===== src/rtl/serial_adder.sv =====
// Purpose : bit-serial WIDTH-bit adder, {carry, sum} = a + b + cin, one bit per cycle LSB first.
// Latency : WIDTH cycles from accept edge to done; one operation per WIDTH+2 cycles with start held.
// Backpressure: start is honoured only while ready; start in BUSY/DONE is dropped, never queued.
//
// Ports:
//   clk, rst_n         clock (rising edge), asynchronous active-low reset
//   start, a, b, cin   operation request and operands, captured on acceptance
//   ready, busy, done  state decode: idle / processing bits / one-cycle result-valid pulse
//   sum, carry         registered result, held until the next done
module serial_adder #(
  parameter int WIDTH = 8
) (
  input  logic             clk,
  input  logic             rst_n,
  input  logic             start,
  input  logic [WIDTH-1:0] a,
  input  logic [WIDTH-1:0] b,
  input  logic             cin,
  output logic             ready,
  output logic             busy,
  output logic             done,
  output logic [WIDTH-1:0] sum,
  output logic             carry
);

  localparam int CW = $clog2(WIDTH + 1);
  localparam logic [CW-1:0] LAST = CW'(WIDTH - 1);

  typedef enum logic [1:0] {
    IDLE = 2'd0,
    BUSY = 2'd1,
    DONE = 2'd2
  } state_t;

  state_t           state;
  logic [WIDTH-1:0] a_sh;
  logic [WIDTH-1:0] b_sh;
  logic [WIDTH-1:0] s_sh;
  logic             c_q;
  logic [CW-1:0]    cnt;

  logic             fa_bit;
  logic             fa_c;
  logic [WIDTH-1:0] s_next;

  // One full-adder cell shared by every bit position.
  assign fa_bit = a_sh[0] ^ b_sh[0] ^ c_q;
  assign fa_c   = (a_sh[0] & b_sh[0]) | (a_sh[0] & c_q) | (b_sh[0] & c_q);
  // New bit enters at the MSB so that after WIDTH shifts bit 0 sits at the LSB.
  assign s_next = {fa_bit, s_sh[WIDTH-1:1]};

  assign ready = (state == IDLE);
  assign busy  = (state == BUSY);
  assign done  = (state == DONE);

  always_ff @(posedge clk or negedge rst_n) begin
    if (!rst_n) begin
      state <= IDLE;
      a_sh  <= '0;
      b_sh  <= '0;
      s_sh  <= '0;
      c_q   <= 1'b0;
      cnt   <= '0;
      sum   <= '0;
      carry <= 1'b0;
    end else begin
      case (state)
        IDLE: begin
          if (start) begin
            a_sh  <= a;
            b_sh  <= b;
            s_sh  <= '0;
            c_q   <= cin;
            cnt   <= '0;
            state <= BUSY;
          end
        end
        BUSY: begin
          a_sh <= a_sh >> 1;
          b_sh <= b_sh >> 1;
          s_sh <= s_next;
          c_q  <= fa_c;
          // sum/carry only change here, so they hold through the whole BUSY phase.
          if (cnt == LAST) begin
            sum   <= s_next;
            carry <= fa_c;
            state <= DONE;
          end else begin
            cnt <= cnt + CW'(1);
          end
        end
        DONE: begin
          state <= IDLE;
        end
        default: begin
          state <= IDLE;
        end
      endcase
    end
  end

endmodule


===== config.mk =====
export PLATFORM = sky130hd
export DESIGN_NAME = serial_adder
export DESIGN_NICKNAME = d
export VERILOG_FILES = /design/src/rtl/serial_adder.sv
export SDC_FILE = /design/constraint.sdc
export NUM_CORES = 1
export LEC_CHECK = 0
export ABC_AREA = 1
export ABC_CLOCK_PERIOD_IN_PS = 1820
export BUFFER_PORTS_ARGS = -buffer_cell sky130_fd_sc_hd__buf_2
export CORE_UTILIZATION = 40
export CTS_BUF_LIST = sky130_fd_sc_hd__clkbuf_8
export CTS_CLUSTER_DIAMETER = 200
export DETAILED_ROUTE_END_ITERATION = 8
export GPL_ROUTABILITY_DRIVEN = 0
export GPL_TIMING_DRIVEN = 1
export PLACE_DENSITY = 0.71
export SLEW_MARGIN = 10
export SYNTH_ARGS = -nofsm -noshare
export SYNTH_HDL_FRONTEND = slang
export SYNTH_SLANG_ARGS = --single-unit

===== constraint.sdc =====
create_clock -name clk -period 1.82 [get_ports clk]
set_clock_uncertainty 0.15 [all_clocks]
set_input_delay 0.364 -clock clk [delete_from_list [all_inputs] [get_ports clk]]
set_output_delay 0.364 -clock clk [all_outputs]
set_load 0.05 [all_outputs]

==> run summary <==
Leaving out fill and tap cells, the most frequent cell in the layout is nand2_1. Summed over all nets, wire length on met2 after detailed routing comes to 1460 um. The routed metal-1 wirelength is 1490 um.

The worst-case headroom to the max-slew limit came out at 68.1%. Summing all placed instances gives a cell area of 0.00191 mm2. Entering global routing, the biggest net connects 40 pins. Setup repair after global routing left no endpoint under its margin. The instance count of the mapped netlist came out at 182. The count of standard-cell rows came out at 23. The total overflow reported by the global router is 0. For flop-to-flop paths, the worst setup slack is 0.25 ns. The total negative slack is 0 ns.

The layout has 390 filler cells. The via count of the first global-routing pass is 1170. The critical path's slowest cell is dfrtp_1. The repair_antennas step left the layout with diodes totalling 0. The total iterations of the first detailed-routing run came out at 4.

The top cell types in the final layout, fill and taps aside, are nand2_1, dfrtp_1, buf_2. The largest incremental delay on the critical path came out at 0.44 ns. The post-synthesis register bit count is 39. The setup slack after layout came out at 0.0949 ns.

The share of the synthesized area in the top cell type came out at 56.9%. The cell taking the most area after synthesis is dfrtp_1. TritonCTS built the clock tree. The clock reaches the later pin of the worst-skew pair after 0.29 ns. The number of buffers created by CTS is 5.

The number of hold-slack violations in the final timing report came out at 0. The average instance in the mapped netlist occupies 9.43 um2. The portion of the clock cycle consumed by the worst path in the final layout is 94.8%. In this run the worst hold path is classified as input pin to flop. The sum of buffers and inverters on the critical path came out at 1.

The met3 wire length is 162 um. The number of max-cap violations came out at 0. The clock passes through at most 2 buffers. The number of vias after detailed routing came out at 1316.

The number of input and output port buffers inserted came out at 31. The fraction of layout instances using a drive strength above 1 came out at 28.6%. The combined area of all synthesized cells came out at 0.00172 mm2. The die is 67.5 um wide. The number of warnings reported in the yosys synthesis log came out at 0.

The worst-case reg-to-reg path depth came out at 7. After detailed routing, no signal wire sits above met4. The worst setup path is of the flop to output pin kind. After detailed routing, the total wire length is 3200 um. The total non-filler cell area in the finished layout came out at 0.00204 mm2. The number of unique standard cell types used by synthesis is 19. The proportion of synthesized chip area in sequential cells is 56.9%. On the critical path the largest part of the delay comes from flip-flops. The worst setup path is launched from a flop. The slew at the pin closest to its max-slew limit came out at 0.479 ns. The worst hold path passes through 3 cells. The layout-stage area growth over the synthesis result is 19.0%. The fmax came out at 580 MHz. Before CTS, the worst setup slack after placement is 0.270 ns. The run finished with clean final reports. The origin of the worst min-delay path is b[7]. The endpoint of the worst hold path is b_sh[7]$_DFFE_PN0P_. The average vias per placed instance is 4.87. The startpoint of the lowest-slack register-to-register path is cnt[0]$_DFFE_PN0P_. The critical path data required time is 1.31 ns. The iteration-0 DRC count of the detailed router is 84. The post-DP HPWL is 2250 um. Setup violations remaining at the end of the flow were counted as 0. The endpoint identified for the worst register-to-register timing path is cnt[0]$_DFFE_PN0P_.

The worst setup path is captured at an output pin. The total core area came out at 0.00406 mm2. The static leakage power came out at 1.05 nW. The number of antenna violations at the first check in global routing is 0. Cells fill 50.3% of the core in the end. The overall global routing resource usage is 16.0%. In this run the power density over the cells is 1930 mW/mm2. The effective utilization at floorplan is 42.3%. The number of I/O pins came out at 32. The H-tree was split into 2 levels. The number of design rule violations left after detail routing came out at 0. The highest ir drop seen on vdd came out at 0.000650 V.

The biggest fanout along the worst timing path is 4. Walking the worst path, the cells encountered are nor2_4 > clkbuf_4. The first-pass GRT wire length is 5250 um. The number of pins with negative max-slew slack in the final report is 0. By area the synthesized netlist is led by dfrtp_1, nand2_1, o21ai_2, nand3_1, o21ai_0. The final-stage net count is 241.

The clock root buffer is clkbuf_8. The number of nets with antenna violations after routing is 0. After layout, the minimum clock period comes to 1.73 ns.

The die covers 0.00455 mm2. The floorplan step set the die height to 67.5 um. The clock transition at the registers of the reported paths is 0.07 ns. The buffer count from post-CTS setup fixing came out at 0. The detail-routed net length per standard cell is 11.8 um. The number of nets in the synthesized netlist is 204. The clock sink count is 39. The endpoint arrival time on the critical path came out at 1.21 ns.
## worst min-delay path, stage by stage
cell,delay (ns)
buf_2,0.07
nand2_1,0.04
nand2_1,0.05
## cell usage after synthesis (all sizes together)
| cell | n |
|---|---|
| nand2 | 59 |
| dfrtp | 39 |
| o21ai | 21 |
| nor2 | 15 |
| inv | 14 |
| nand3 | 11 |
| a21oi | 8 |
| o22ai | 7 |
| buf | 5 |
| fa | 1 |
| ha | 1 |
| or2 | 1 |
## power breakdown
| group | switching, mW | internal, mW |
|---|---|---|
| clock | 0.293 | 0.443 |
| sequential | 0.224 | 1.26 |
| combinational | 1.19 | 0.534 |
| total | 1.70 | 2.24 |
## final cells by class
type	count	area [um2]	share of cell area [%]
sequential	39	977	47.9
multi-input combinational	124	641	31.4
timing repair buffer	35	190	9.32
clock buffer	6	82.6	4.05
tap	50	62.6	3.07
inverter	14	52.6	2.58
clock inverter	2	35.0	1.72
## routing by layer
metal	vias to the layer above	track usage (%)
li1	663	-
met1	609	20.8
met2	36	23.8
met3	8	4.73
met4	0	8.51
met5	-	0
## cells by family (layout without fill, tap and decap cells)
group	Yosys count	after routing	synth area share [%]
adder cells (fa/ha/maj)	2	2	1.90
buffers and inverters	19	57	5.91
AO/OA/AOI/OAI	36	36	12.8
flip-flops	39	39	56.9
AND/OR/NAND/NOR	86	86	22.5
## stage by stage
step                power, mW  hold WS [ns]  std cells
floorplan                2.86       -0.0816        182
global placement         3.18         0.294        261
detailed placement       3.23         0.296        261
CTS                      3.97         0.119        270
global route             4.23         0.129        270
finish                   3.94         0.125        270
## state kept, by name, indices dropped and copies added (netlist names)
register,cells
c_q,1
s_sh,7
sum,8
b_sh,8
cnt,4
state,2
carry,1
a_sh,8
## worst max path at each step
stage | startpoint | endpoint | slack [ns] | cells after the start
global placement | cnt[0]$_DFFE_PN0P_ | cnt[0]$_DFFE_PN0P_ | 0.31 | 7
CTS | state[0]$_DFFE_PN0P_ | busy | 0.003 | 3
detailed placement | cnt[0]$_DFFE_PN0P_ | cnt[0]$_DFFE_PN0P_ | 0.27 | 7
global route | state[1]$_DFFE_PN0P_ | busy | 0.05 | 2
finish | state[1]$_DFFE_PN0P_ | busy | 0.09 | 2
floorplan | state[1]$_DFFE_PN0P_ | done | 0.15 | 2
## repair_timing
item / 4_1_cts / 5_1_grt
resized for setup: 0 / 2
endpoints found under the setup margin: 0 / 1
hold buffers: 1 / 0
endpoints found under the hold margin: 39 / 0
(Power assumes the default switching activity.)
